===== src/rtl/sm_addsub_pipe_if.sv =====
// Handshake bundle for sm_addsub_pipe: operand/mode input side, result output side,
// and the overflow counter observation/clear.
interface sm_addsub_pipe_if #(
    parameter int BITS  = 16,
    parameter int CNT_W = 8
);
    logic             in_valid;
    logic             in_ready;
    logic [BITS-1:0]  in_a;
    logic [BITS-1:0]  in_b;
    logic             in_sub;
    logic             out_valid;
    logic             out_ready;
    logic [BITS-1:0]  out_res;
    logic             out_ovf;
    logic [CNT_W-1:0] ovf_cnt;
    logic             ovf_clr;

    modport master (
        output in_valid, in_a, in_b, in_sub, out_ready, ovf_clr,
        input  in_ready, out_valid, out_res, out_ovf, ovf_cnt
    );

    modport slave (
        input  in_valid, in_a, in_b, in_sub, out_ready, ovf_clr,
        output in_ready, out_valid, out_res, out_ovf, ovf_cnt
    );
endinterface


===== src/rtl/sm_addsub_pipe.sv =====
// Two-stage sign-magnitude adder/subtractor with valid/ready flow control and a saturating
// overflow event counter. Define SM_ADDSUB_SAT_EN to clamp overflowing magnitudes instead of wrapping.
module sm_addsub_pipe #(
    parameter int BITS    = 16,
    parameter int FIX_BIT = 7,
    parameter int CNT_W   = 8
) (
    input logic            clk,
    input logic            rst_n,
    sm_addsub_pipe_if.slave bus
);
    localparam int MW = BITS - 1;
    localparam logic [MW-1:0] MAG_MAX = '1;

    // The binary point only affects interpretation, but it must lie inside the magnitude.
    if (FIX_BIT >= MW) begin : g_bad_fix_bit
        $error("FIX_BIT must be smaller than the magnitude width");
    end

    function automatic logic signed [BITS:0] to_tc(input logic [BITS-1:0] sm);
        logic signed [BITS:0] m;
        m = $signed({2'b00, sm[MW-1:0]});
        return sm[BITS-1] ? -m : m;
    endfunction

    logic                   s1_valid, s2_valid;
    logic signed [BITS+1:0] s1_sum;
    logic [BITS-1:0]        s2_res;
    logic                   s2_ovf;
    logic [CNT_W-1:0]       cnt;

    logic                   s1_adv, s2_adv;
    logic signed [BITS:0]   a_tc, b_tc, b_eff;
    logic signed [BITS+1:0] sum_d;
    logic [BITS+1:0]        abs_sum;
    logic [MW-1:0]          mag_d;
    logic                   ovf_d;
    logic                   sign_d;

    assign s2_adv       = !s2_valid || bus.out_ready;
    assign s1_adv       = !s1_valid || s2_adv;
    assign bus.in_ready = s1_adv;

    // NOTE: every variable gets an unconditional assignment here, so no latch can be inferred.
    always_comb begin
        a_tc    = to_tc(bus.in_a);
        b_tc    = to_tc(bus.in_b);
        b_eff   = bus.in_sub ? -b_tc : b_tc;
        sum_d   = {a_tc[BITS], a_tc} + {b_eff[BITS], b_eff};

        abs_sum = s1_sum[BITS+1] ? -s1_sum : s1_sum;
        ovf_d   = (abs_sum[BITS+1:MW] != '0);
`ifdef SM_ADDSUB_SAT_EN
        mag_d   = ovf_d ? MAG_MAX : abs_sum[MW-1:0];
`else
        mag_d   = abs_sum[MW-1:0];
`endif
        // A zero magnitude is always reported as positive zero.
        sign_d  = s1_sum[BITS+1] && (mag_d != '0);
    end

    // NOTE: state registers use non-blocking assignments so all stages update from pre-edge values.
    always_ff @(posedge clk or negedge rst_n) begin
        if (!rst_n) begin
            s1_valid <= 1'b0;
            s1_sum   <= '0;
        end else if (s1_adv) begin
            s1_valid <= bus.in_valid;
            if (bus.in_valid) s1_sum <= sum_d;
        end
    end

    always_ff @(posedge clk or negedge rst_n) begin
        if (!rst_n) begin
            s2_valid <= 1'b0;
            s2_res   <= '0;
            s2_ovf   <= 1'b0;
        end else if (s2_adv) begin
            s2_valid <= s1_valid;
            if (s1_valid) begin
                s2_res <= {sign_d, mag_d};
                s2_ovf <= ovf_d;
            end
        end
    end

    // Clear has priority over a coincident overflow transfer.
    always_ff @(posedge clk or negedge rst_n) begin
        if (!rst_n) begin
            cnt <= '0;
        end else if (bus.ovf_clr) begin
            cnt <= '0;
        end else if (s2_valid && bus.out_ready && s2_ovf && (cnt != '1)) begin
            cnt <= cnt + 1'b1;
        end
    end

    assign bus.out_valid = s2_valid;
    assign bus.out_res   = s2_res;
    assign bus.out_ovf   = s2_ovf;
    assign bus.ovf_cnt   = cnt;
endmodule


===== src/flat_wrapper.sv =====
// flat-port wrapper written by rule: the top's interface ports become plain ports
module sm_addsub_pipe_flat 
#(
    parameter int BITS    = 16,
    parameter int FIX_BIT = 7,
    parameter int CNT_W   = 8
)
  (clk, rst_n, bus_in_valid, bus_in_a, bus_in_b, bus_in_sub, bus_out_ready, bus_ovf_clr, bus_in_ready, bus_out_valid, bus_out_res, bus_out_ovf, bus_ovf_cnt);
  sm_addsub_pipe_if #(.BITS(BITS), .CNT_W(CNT_W)) bus_i ();
  input logic clk;
  input logic rst_n;
  input wire logic [$bits(bus_i.in_valid)-1:0] bus_in_valid;
  input wire logic [$bits(bus_i.in_a)-1:0] bus_in_a;
  input wire logic [$bits(bus_i.in_b)-1:0] bus_in_b;
  input wire logic [$bits(bus_i.in_sub)-1:0] bus_in_sub;
  input wire logic [$bits(bus_i.out_ready)-1:0] bus_out_ready;
  input wire logic [$bits(bus_i.ovf_clr)-1:0] bus_ovf_clr;
  output wire logic [$bits(bus_i.in_ready)-1:0] bus_in_ready;
  output wire logic [$bits(bus_i.out_valid)-1:0] bus_out_valid;
  output wire logic [$bits(bus_i.out_res)-1:0] bus_out_res;
  output wire logic [$bits(bus_i.out_ovf)-1:0] bus_out_ovf;
  output wire logic [$bits(bus_i.ovf_cnt)-1:0] bus_ovf_cnt;
  assign bus_i.in_valid = bus_in_valid;
  assign bus_i.in_a = bus_in_a;
  assign bus_i.in_b = bus_in_b;
  assign bus_i.in_sub = bus_in_sub;
  assign bus_i.out_ready = bus_out_ready;
  assign bus_i.ovf_clr = bus_ovf_clr;
  assign bus_in_ready = bus_i.in_ready;
  assign bus_out_valid = bus_i.out_valid;
  assign bus_out_res = bus_i.out_res;
  assign bus_out_ovf = bus_i.out_ovf;
  assign bus_ovf_cnt = bus_i.ovf_cnt;
  sm_addsub_pipe #(.BITS(BITS), .FIX_BIT(FIX_BIT), .CNT_W(CNT_W)) u_core (.clk(clk), .rst_n(rst_n), .bus(bus_i));
endmodule

===== config.mk =====
export PLATFORM = sky130hd
export DESIGN_NAME = sm_addsub_pipe_flat
export DESIGN_NICKNAME = d
export VERILOG_FILES = /design/src/rtl/sm_addsub_pipe_if.sv /design/src/rtl/sm_addsub_pipe.sv /design/src/flat_wrapper.sv
export SDC_FILE = /design/constraint.sdc
export NUM_CORES = 1
export LEC_CHECK = 0
export CORE_MARGIN = 1
export CORE_UTILIZATION = 45
export DETAILED_ROUTE_END_ITERATION = 8
export PLACE_DENSITY_LB_ADDON = 0.12
export SLEW_MARGIN = 5
export SYNTH_ARGS = -nofsm -noshare
export SYNTH_HDL_FRONTEND = slang
export SYNTH_SLANG_ARGS = --single-unit

===== constraint.sdc =====
create_clock -name clk -period 2.1 [get_ports clk]
set_clock_uncertainty 0.05 [all_clocks]
set_input_delay 0.63 -clock clk [delete_from_list [all_inputs] [get_ports clk]]
set_output_delay 0.63 -clock clk [all_outputs]
set_load 0.05 [all_outputs]

# Word-level counts from Yosys, hierarchy flattened
# Index checks and enable logic that the tools add are counted.
# W data, S select, Z words.
# word_totals
out_inout_bits	27
memories	0
reg_bits	45
latch_bits	0
elab_cells	32
ram_bits	0
rom_bits	0
# classes
n_eq_ne	1
n_bitwise	0
magnitude_cmp	0
n_mul	0
div	0
n_reduce_logical	13
n_addsub	6
shift	0
muxes	6
# op_table
cell	count
$mux W17	3
$neg A15 Y17	2
$add A17 B17 Y18	1
$mux W18	1
$neg A18 Y18	1
$neg A17 Y17	1
$mux W8	2
$reduce_bool A15 Y1	1
$add A8 B1 Y8 const B	1
$ne A8 B8 Y1 const B	1
$logic_and A1 B1 Y1	4
$reduce_and A2 Y1	2
$reduce_bool A3 Y1	1
$logic_not A1 Y1	2
$logic_or A1 B1 Y1	2
$reduce_bool A2 Y1	1

# Logic depth before layout (Yosys ltp)
# Gate-level depths: netlist (run 1).
# logic_depth
ltp_word	5
mapped_depth	17
mapped_depth_nobuf	15

# Worst setup path before layout (run 1)
# OpenSTA, ideal clock, no wires.
# synth_timing
kind	input to register
from	input bus_in_b[0]
to	register u_core.s1_sum[16]
t_required_ns	1.922
setup_ns	0.128
cell_stages	16
path_slack_ns	-1.911
t_arrival_ns	3.833
cell_sequence	inv_1 > ha_1 > or4b_1 > a211o_1 > mux2i_1 > o2111ai_2 > o31ai_1 > xnor2_1 > ha_1 > clkbuf_1 > a21oi_1 > nand2_1 > a41o_1 > a221oi_1 > mux2i_1 > nand3_1
# synth_via
elab_chain_cells	5
# synth_rtl
item	line_no	text
from (decl)	flat_wrapper.sv:14	input wire logic [$bits(bus_i.in_b)-1:0] bus_in_b;
$neg A15 Y17	sm_addsub_pipe.sv:23	return sm[BITS-1] ? -m : m;
$mux W17 *	sm_addsub_pipe.sv:23	
$neg A17 Y17	sm_addsub_pipe.sv:48	b_eff = bus.in_sub ? -b_tc : b_tc;
$mux W17 *	sm_addsub_pipe.sv:48	
$add A17 B17 Y18 *	sm_addsub_pipe.sv:49	sum_d = {a_tc[BITS], a_tc} + {b_eff[BITS], b_eff};
to (signal assigned)	sm_addsub_pipe.sv:69	if (bus.in_valid) s1_sum <= sum_d;
to (decl)	sm_addsub_pipe.sv:27	logic signed [BITS+1:0] s1_sum;
# Mark *: on every way between the ends. The rest lies on a longest branch, timed or not.
# A chain may end at the register's enable or synchronous reset.

# Final worst setup path (run 1)
# layout_timing
from	input bus_in_b[1]
to	register u_core.s1_sum[16]
# The elaborated chain is that of the path after synthesis.

==> results.yml, run 1 <==
worst_setup_path:
  worstSetupStartpoint: "bus_in_b[1]"
  start_kind: "input pin"
  worstPathMaxFanout: 4
  slowest_delay_ps: 450
  critical-path-top-cell-by-count: "a21o_1"
  timing.critical_path.required_ps: 2250
  buffers_and_inverters_on_the_worst_path: 2
  largest_delay_contributor_family_on_the_critical_path: "compound AO/OA/AOI/OAI gates"
  wp_data_arrival_ps: 3820
  critical_path.reg2reg.startpoint: "u_core.s1_sum[0]"
  crit_end_category: "flop"
  critical_path_class: "in2reg"
  worstPathCellList: "buf_12, inv_12, ha_4, or4b_4, a211o_1, mux2i_2, o2111ai_2, nand2_1, xor2_2, ha_1, a21o_1, a21o_1, a41o_1, a221oi_2, mux2i_1, nand3_1"
  critPathSlowestCell: "or4b_4"
clocking:
  tritoncts: "done"
  cts-root-to-sink-buffers: 2
  cts_max_level: 2
  worstSkewPairLatency_ps: 310
  tritoncts_num_sinks: 45
  clock_transition_time_at_the_flip_flop_clock_pins_of_the_worst_setup_and_hold_paths_ps: 90
  tritoncts.num_buffers: 5
  cts_root_buf: "clkbuf_8"
timing:
  setup_ws_ps: -1580
  highest_clock_rate_mhz: 272
  slew-limit-headroom: 0.632
  setup_viol_count_final: 16
  timing.final.max_slew_violations: 0
  finalHoldViolCount: 0
  max_slew.worst_pin.slew_ps: 552
  rsz0062_at_grt: "yes"
  final_period_minus_worst_setup_slack_ps: 3680
  fin_crit_sh: 1.75
detailed_routing:
  post_drt_via_cell_ratio: 5.41
  remaining_drc_errors: 0
  drt_pre_antenna_iters: 4
  vias: 4941
  postRouteWirelength_um: 13400
  postRouteAntennaNets: 0
  post_drt_wl_per_cell_um: 14.6
  detail_route.iter0.violations: 142
power_and_ir_drop:
  cellPowerDensity_nw_per_um2: 808
  seqPwrFrac: 0.239
  share_comb_of_total_power: 0.670
  power.switching_w: 0.00265
  irDropWorstVdd_v: 0.000674
  p_total_w: 0.00583
  sw_frac_of_total: 0.454
  leak_pwr_nw: 3.19
  internal_portion_of_total_power_w: 0.00319
  clock_power_share: 0.091
yosys:
  netlist_instances: 574
  async_set_reset_flop_share_out_of_synthesis: 1.00
  synth-seq-cells: 45
  synth_area_leaders: "dfrtp_1 (24%), xnor2_1 (7.6%), nand2_1 (6.5%)"
  mappedNetlistNets: 634
  yosysUniqueCellTypes: 73
  synth_flop_cell: "dfrtp_1"
  yosys_warnings: 0
  synth_most_common_cell: "nand2_1"
  register_area_share_after_synthesis: 0.244
  synthesis.area_per_instance_um2: 8.03
  synth_top_area_frac: 0.244
  synth_enable_flop_cells: 0
  yosys-top-cells-count: "nand2_1 (80), o21ai_0 (50), dfrtp_1 (45)"
  post-synth-top-area-cell: "dfrtp_1"
  netlist_area_before_placement_um2: 4610
global_route:
  grt_max_degree: 46
  grt_antenna_before_repair: 0
  grt_util_all_layers: 0.261
  grt_remaining_overflow: 0
  number_of_global_route_vias_before_repair: 4848
  grt_pass1_wl_um: 21800
final_layout:
  layoutNonFillerInstCount: 914
  syn2layout_area_growth_pct: 56.6
  antenna-diode-count: 0
  layout-drive-gt1-share: 0.419
  postLayoutCellArea_um2: 7220
  layout.nets: 840
placed_design:
  place_hpwl_um: 10200
  gp_routability_congestion: 0.860
  placedCellCount: 885
  io_buffers: 64
  placed_instance_area_um2: 6410
die:
  start_util: 0.467
  floorplan.die.width_um: 103
  count_of_pins_on_the_block_boundary: 65
  die_area_um2: 10700
  core_region_area_um2: 9860
  std_cell_rows: 36
  die_height_um: 103
min_path:
  worstHoldPathType: "in2async"
run_status:
  violated_checks: "setup timing"
  run_status: "finished with violations"
flow_run:
  max_cap_viol_count: 0
through the flow:
| step | worst slack (ps) | util | hold WS, ps | TNS, ps |
|---|---|---|---|---|
| floorplan | -1630 | - | 284 | -15750 |
| global placement | -2360 | 0.650 | 411 | -30530 |
| global route | -1710 | 0.732 | 400 | -18390 |
| CTS | -1750 | 0.706 | 362 | -18210 |
| detailed placement | -2420 | 0.650 | 420 | -31250 |
| finish | -1580 | 0.732 | 350 | -16450 |
cell type report:
cell class	count	area, µm²
tap	133	166
fill	755	2650
timing repair buffer	242	2000
clock buffer	6	72.6
sequential	45	1130
multi-input combinational	469	3760
clock inverter	2	10.0
inverter	17	81.3
placed cells by master, fill, tap and decap left out, types with 4 or more instances in the layout:
cell type        count
o21ai_1             19
ha_1                13
nand4b_1             4
nor3_1              11
o31ai_2              5
o21ai_0             29
buf_12               4
dlygate4sd2_1        5
clkdlybuf4s50_1     21
clkbuf_8             5
xnor2_2              5
xor2_1              26
inv_1               12
mux2i_1              9
a21oi_1              7
or3_1                8
xnor2_1             35
mux2_2               6
nor2b_1              4
dfrtp_1             44
o31ai_1              9
a31oi_1              6
buf_4              184
o31a_1               4
a21o_1               9
nand3_1             14
buf_6               18
nor2_1              27
ha_4                 6
a21oi_2              7
o21a_1               5
nor3_2               6
o211ai_1             5
nand2_1             78
nand2b_1             6
nand4_1              8
power groups by stage:
stage          Clock (W)  Combinational [W]  Sequential (W)
6_report        0.000531            0.00391         0.00139
3_5_place_dp           0            0.00335         0.00140
2_1_floorplan          0            0.00164         0.00187
3_3_place_gp           0            0.00329         0.00138
4_1_cts         0.000538            0.00369         0.00140
5_1_grt         0.000575            0.00425         0.00144
sequential cells by signal, summed over array words and instances (netlist names):
signal / flops
u_core.bus.out_res: 16
u_core.bus.ovf_cnt: 8
u_core.bus.out_valid: 1
u_core.s1_valid: 1
u_core.s1_sum: 18
u_core.bus.out_ovf: 1
layer usage:
metal	global-route usage	vias up	routed length, µm
li1	-	2487	-
met2	0.489	99	6880
met3	0.0249	21	247
met4	0.0975	0	320
met1	0.309	2334	5900
met5	0	-	0
worst paths after layout:
| check | slack [ps] | cells past startpoint | end |
|---|---|---|---|
| max | -1580 | 16 | u_core.s1_sum[16] |
| min | 350 | 2 | u_core.s1_sum[6] |
| max reg2reg | -10 | 8 | u_core.bus.out_ovf |
| min reg2reg | 430 | 2 | u_core.bus.out_res[12] |
| max in group asynchronous | 1250 | 2 | u_core.s1_sum[1] |
| min in group clk | 430 | 2 | u_core.bus.out_res[12] |
repair_timing:
action                     CTS  global route
hold buffers                 0             0
pin swaps                   57            59
cloned                       0             1
resized for setup          108            59
buffers inserted            21             9
setup endpoints to repair   20            18
cells by family (layout without fill, tap and decap cells):
group,after synthesis,in the layout,synth area share
and+or+nand+nor,206,206,0.223
AOI/OAI and AO/OA,154,154,0.227
xor gates and xnor gates,69,69,0.133
buffers and inverters,60,267,0.0703
DFF,45,45,0.244
adders and majority gates,22,22,0.0613
muxes,18,18,0.0410
No activity file was read; power rests on OpenSTA's default activity.
==> inputs of run 2 (changes only) <==
--- a/config.mk
+++ b/config.mk
@@ -5,8 +5,10 @@
 export SDC_FILE = /design/constraint.sdc
 export NUM_CORES = 1
 export LEC_CHECK = 0
+export CELL_PAD_IN_SITES_DETAIL_PLACEMENT = 1
+export CELL_PAD_IN_SITES_GLOBAL_PLACEMENT = 1
 export CORE_MARGIN = 1
-export CORE_UTILIZATION = 45
+export CORE_UTILIZATION = 38
 export DETAILED_ROUTE_END_ITERATION = 8
 export PLACE_DENSITY_LB_ADDON = 0.12
 export SLEW_MARGIN = 5
==> run 2 against run 1 <==
The flow finishes with violations (DRC, setup timing). Sequential cell count is the same. Register-to-register slack lost 100 ps. Critical path depth rose by 3. Count of clock-buffer cells in the layout is the same. Sequential power hardly changed. Worst hold slack lost 110 ps. Worst setup slack worse by 220 ps. Core utilization is 7.8 points lower. First-iteration DRC count up 57%. Non-clock buffer count up 15. Critical path type unchanged. Largest power group unchanged.
==> results.yml, run 2 (same netlist as run 1, synthesis figures left out) <==
run_status:
  run_status: "finished with violations"
  violated_checks: "DRC, setup timing"
detailed_routing:
  postRouteAntennaNets: 0
  post_drt_wl_per_cell_um: 21.4
  drt_pre_antenna_iters: 6
  post_drt_via_cell_ratio: 5.83
  detail_route.iter0.violations: 223
  remaining_drc_errors: 4
  postRouteWirelength_um: 20100
  vias: 5477
final_layout:
  multiInputGateArea_um2: 3920
  area.sequential_um2: 1130
  layout.nets: 855
  final_cell_mix: "buf_4 (193), nand2_1 (75), dfrtp_1 (43)"
  postLayoutCellArea_um2: 7590
  antenna-diode-count: 0
  nFillCells: 1339
  largest_register_ff_count: 18
  layout-drive-gt1-share: 0.456
  syn2layout_area_growth_pct: 64.8
  finish.utilization: 0.654
  top_register: "u_core.s1_sum"
  final_common_cell: "buf_4"
die:
  die_height_um: 112
  core_region_area_um2: 11600
  count_of_pins_on_the_block_boundary: 65
  start_util: 0.397
  std_cell_rows: 39
  floorplan.die.width_um: 112
  die_area_um2: 12600
power_and_ir_drop:
  leak_pwr_nw: 3.36
  clock_power_share: 0.116
  irDropWorstVdd_v: 0.000429
  share_comb_of_total_power: 0.670
  power.switching_w: 0.00306
  cellPowerDensity_nw_per_um2: 864
  internal_portion_of_total_power_w: 0.00351
  seqPwrFrac: 0.214
  sw_frac_of_total: 0.466
worst_setup_path:
  worst-r2r-setup-slack_ps: -110
  r2r.worst_path.cells: 8
  critPathSlowestCell: "or4_4"
  critical_path_class: "in2reg"
  timing.critical_path.required_ps: 2230
  slowest_delay_ps: 510
  crit_end_category: "flop"
  worst_r2r_endpoint: "u_core.bus.out_res[15]"
  critical-path-top-cell-by-count: "buf_6"
  worstPathCellList: "buf_12, inv_12, ha_4, buf_6, or2b_1, or4_4, mux2i_4, o2111ai_4, nand2_1, xor2_1, ha_1, buf_4, buf_6, and4_4, nand3_2, nor2_1, a221oi_2, mux2i_1, nand3_1"
  worstPathMaxFanout: 4
  critical_path.reg2reg.startpoint: "u_core.s1_sum[2]"
  start_kind: "input pin"
  wp_data_arrival_ps: 4020
placed_design:
  gp_routability_congestion: 0.855
  io_buffers: 64
  place_hpwl_um: 12600
  placed_instance_area_um2: 6420
timing:
  finalHoldViolCount: 0
  timing.final.max_slew_violations: 0
  timing.hold.ws_ps: 240
  setup_viol_count_final: 18
  final_period_minus_worst_setup_slack_ps: 3900
  fin_crit_sh: 1.85
  max_slew.worst_pin.slew_ps: 557
  rsz0062_at_grt: "yes"
  timing.setup.tns_ps: -22450
  setup_ws_ps: -1800
  slew-limit-headroom: 0.624
  highest_clock_rate_mhz: 257
global_route:
  grt_pass1_wl_um: 28500
  grt_util_all_layers: 0.283
  grt_antenna_before_repair: 0
  number_of_global_route_vias_before_repair: 5616
  grt_remaining_overflow: 0
  grt_max_degree: 26
clocking:
  tritoncts: "done"
  cts-root-to-sink-buffers: 2
  tritoncts.num_buffers: 5
  clock_transition_time_at_the_flip_flop_clock_pins_of_the_worst_setup_and_hold_paths_ps: 60
  cts_max_level: 2
  tritoncts_num_sinks: 45
  ctsHoldBuffers: 0
  worstSkewPairLatency_ps: 290
  cts_root_buf: "clkbuf_16"
min_path:
  worstHoldPathType: "in2async"
flow_run:
  max_cap_viol_count: 0
run 2: final cells by class:
| type | instances | share of cell area |
|---|---|---|
| repair buffers | 257 | 0.283 |
| inverters | 17 | 0.0107 |
| clock inverters | 2 | 0.00132 |
| flip-flops and latches | 45 | 0.149 |
| clock buffers | 6 | 0.0170 |
| multi-input cells | 469 | 0.516 |
| well taps | 143 | 0.0236 |
run 2: repair_timing:
item / 4_1_cts / 5_1_grt
setup endpoints to repair: 20 / 23
gates cloned: 1 / 0
pin swaps: 52 / 70
gates resized for setup: 125 / 84
hold endpoints to repair: 0 / 0
buffers inserted: 23 / 20
run 2: power by group through the flow:
| stage | clock network, W | registers [W] | logic [W] |
|---|---|---|---|
| 2_1_floorplan | 0 | 0.00187 | 0.00164 |
| 4_1_cts | 0.000763 | 0.00139 | 0.00395 |
| 3_5_place_dp | 0 | 0.00138 | 0.00352 |
| 6_report | 0.000760 | 0.00140 | 0.00440 |
| 5_1_grt | 0.000791 | 0.00144 | 0.00465 |
| 3_3_place_gp | 0 | 0.00135 | 0.00339 |
run 2: worst max path at each step:
stage	start	end	slack [ps]	depth (start not counted)
4_1_cts	bus_in_b[1]	u_core.s1_sum[16]	-1810	17
3_5_place_dp	bus_in_b[1]	u_core.s1_sum[16]	-2490	17
5_1_grt	bus_in_b[1]	u_core.s1_sum[16]	-1980	19
2_1_floorplan	bus_in_b[1]	u_core.s1_sum[16]	-1630	16
6_report	bus_in_b[1]	u_core.s1_sum[16]	-1800	19
3_3_place_gp	bus_in_b[1]	u_core.s1_sum[16]	-2400	17
run 2: per-stage QoR:
stage	setup WS (ps)	power, W	std cells
6_report	-1800	0.00656	939
5_1_grt	-1980	0.00688	939
4_1_cts	-1810	0.00610	923
3_5_place_dp	-2490	0.00491	893
3_3_place_gp	-2400	0.00474	893
2_1_floorplan	-1630	0.00351	574
run 2: per-layer routing:
layer,up-vias,global-route usage,part of all wire,wire length (µm)
li1,2511,-,-,-
met1,2741,0.313,0.37,7520
met2,158,0.564,0.55,11100
met3,67,0.0254,0.029,583
met4,0,0.0942,0.045,895
met5,-,0,0,0
run 2: worst max-delay path: cells and delay by family:
kind / cells / cell delay [ps]
AND/OR/NAND/NOR: 7 / 1360
buffers and inverters: 5 / 500
AO/OA/AOI/OAI: 2 / 470
adder cells (fa/ha/maj): 2 / 430
multiplexers: 2 / 400
XOR/XNOR: 1 / 220
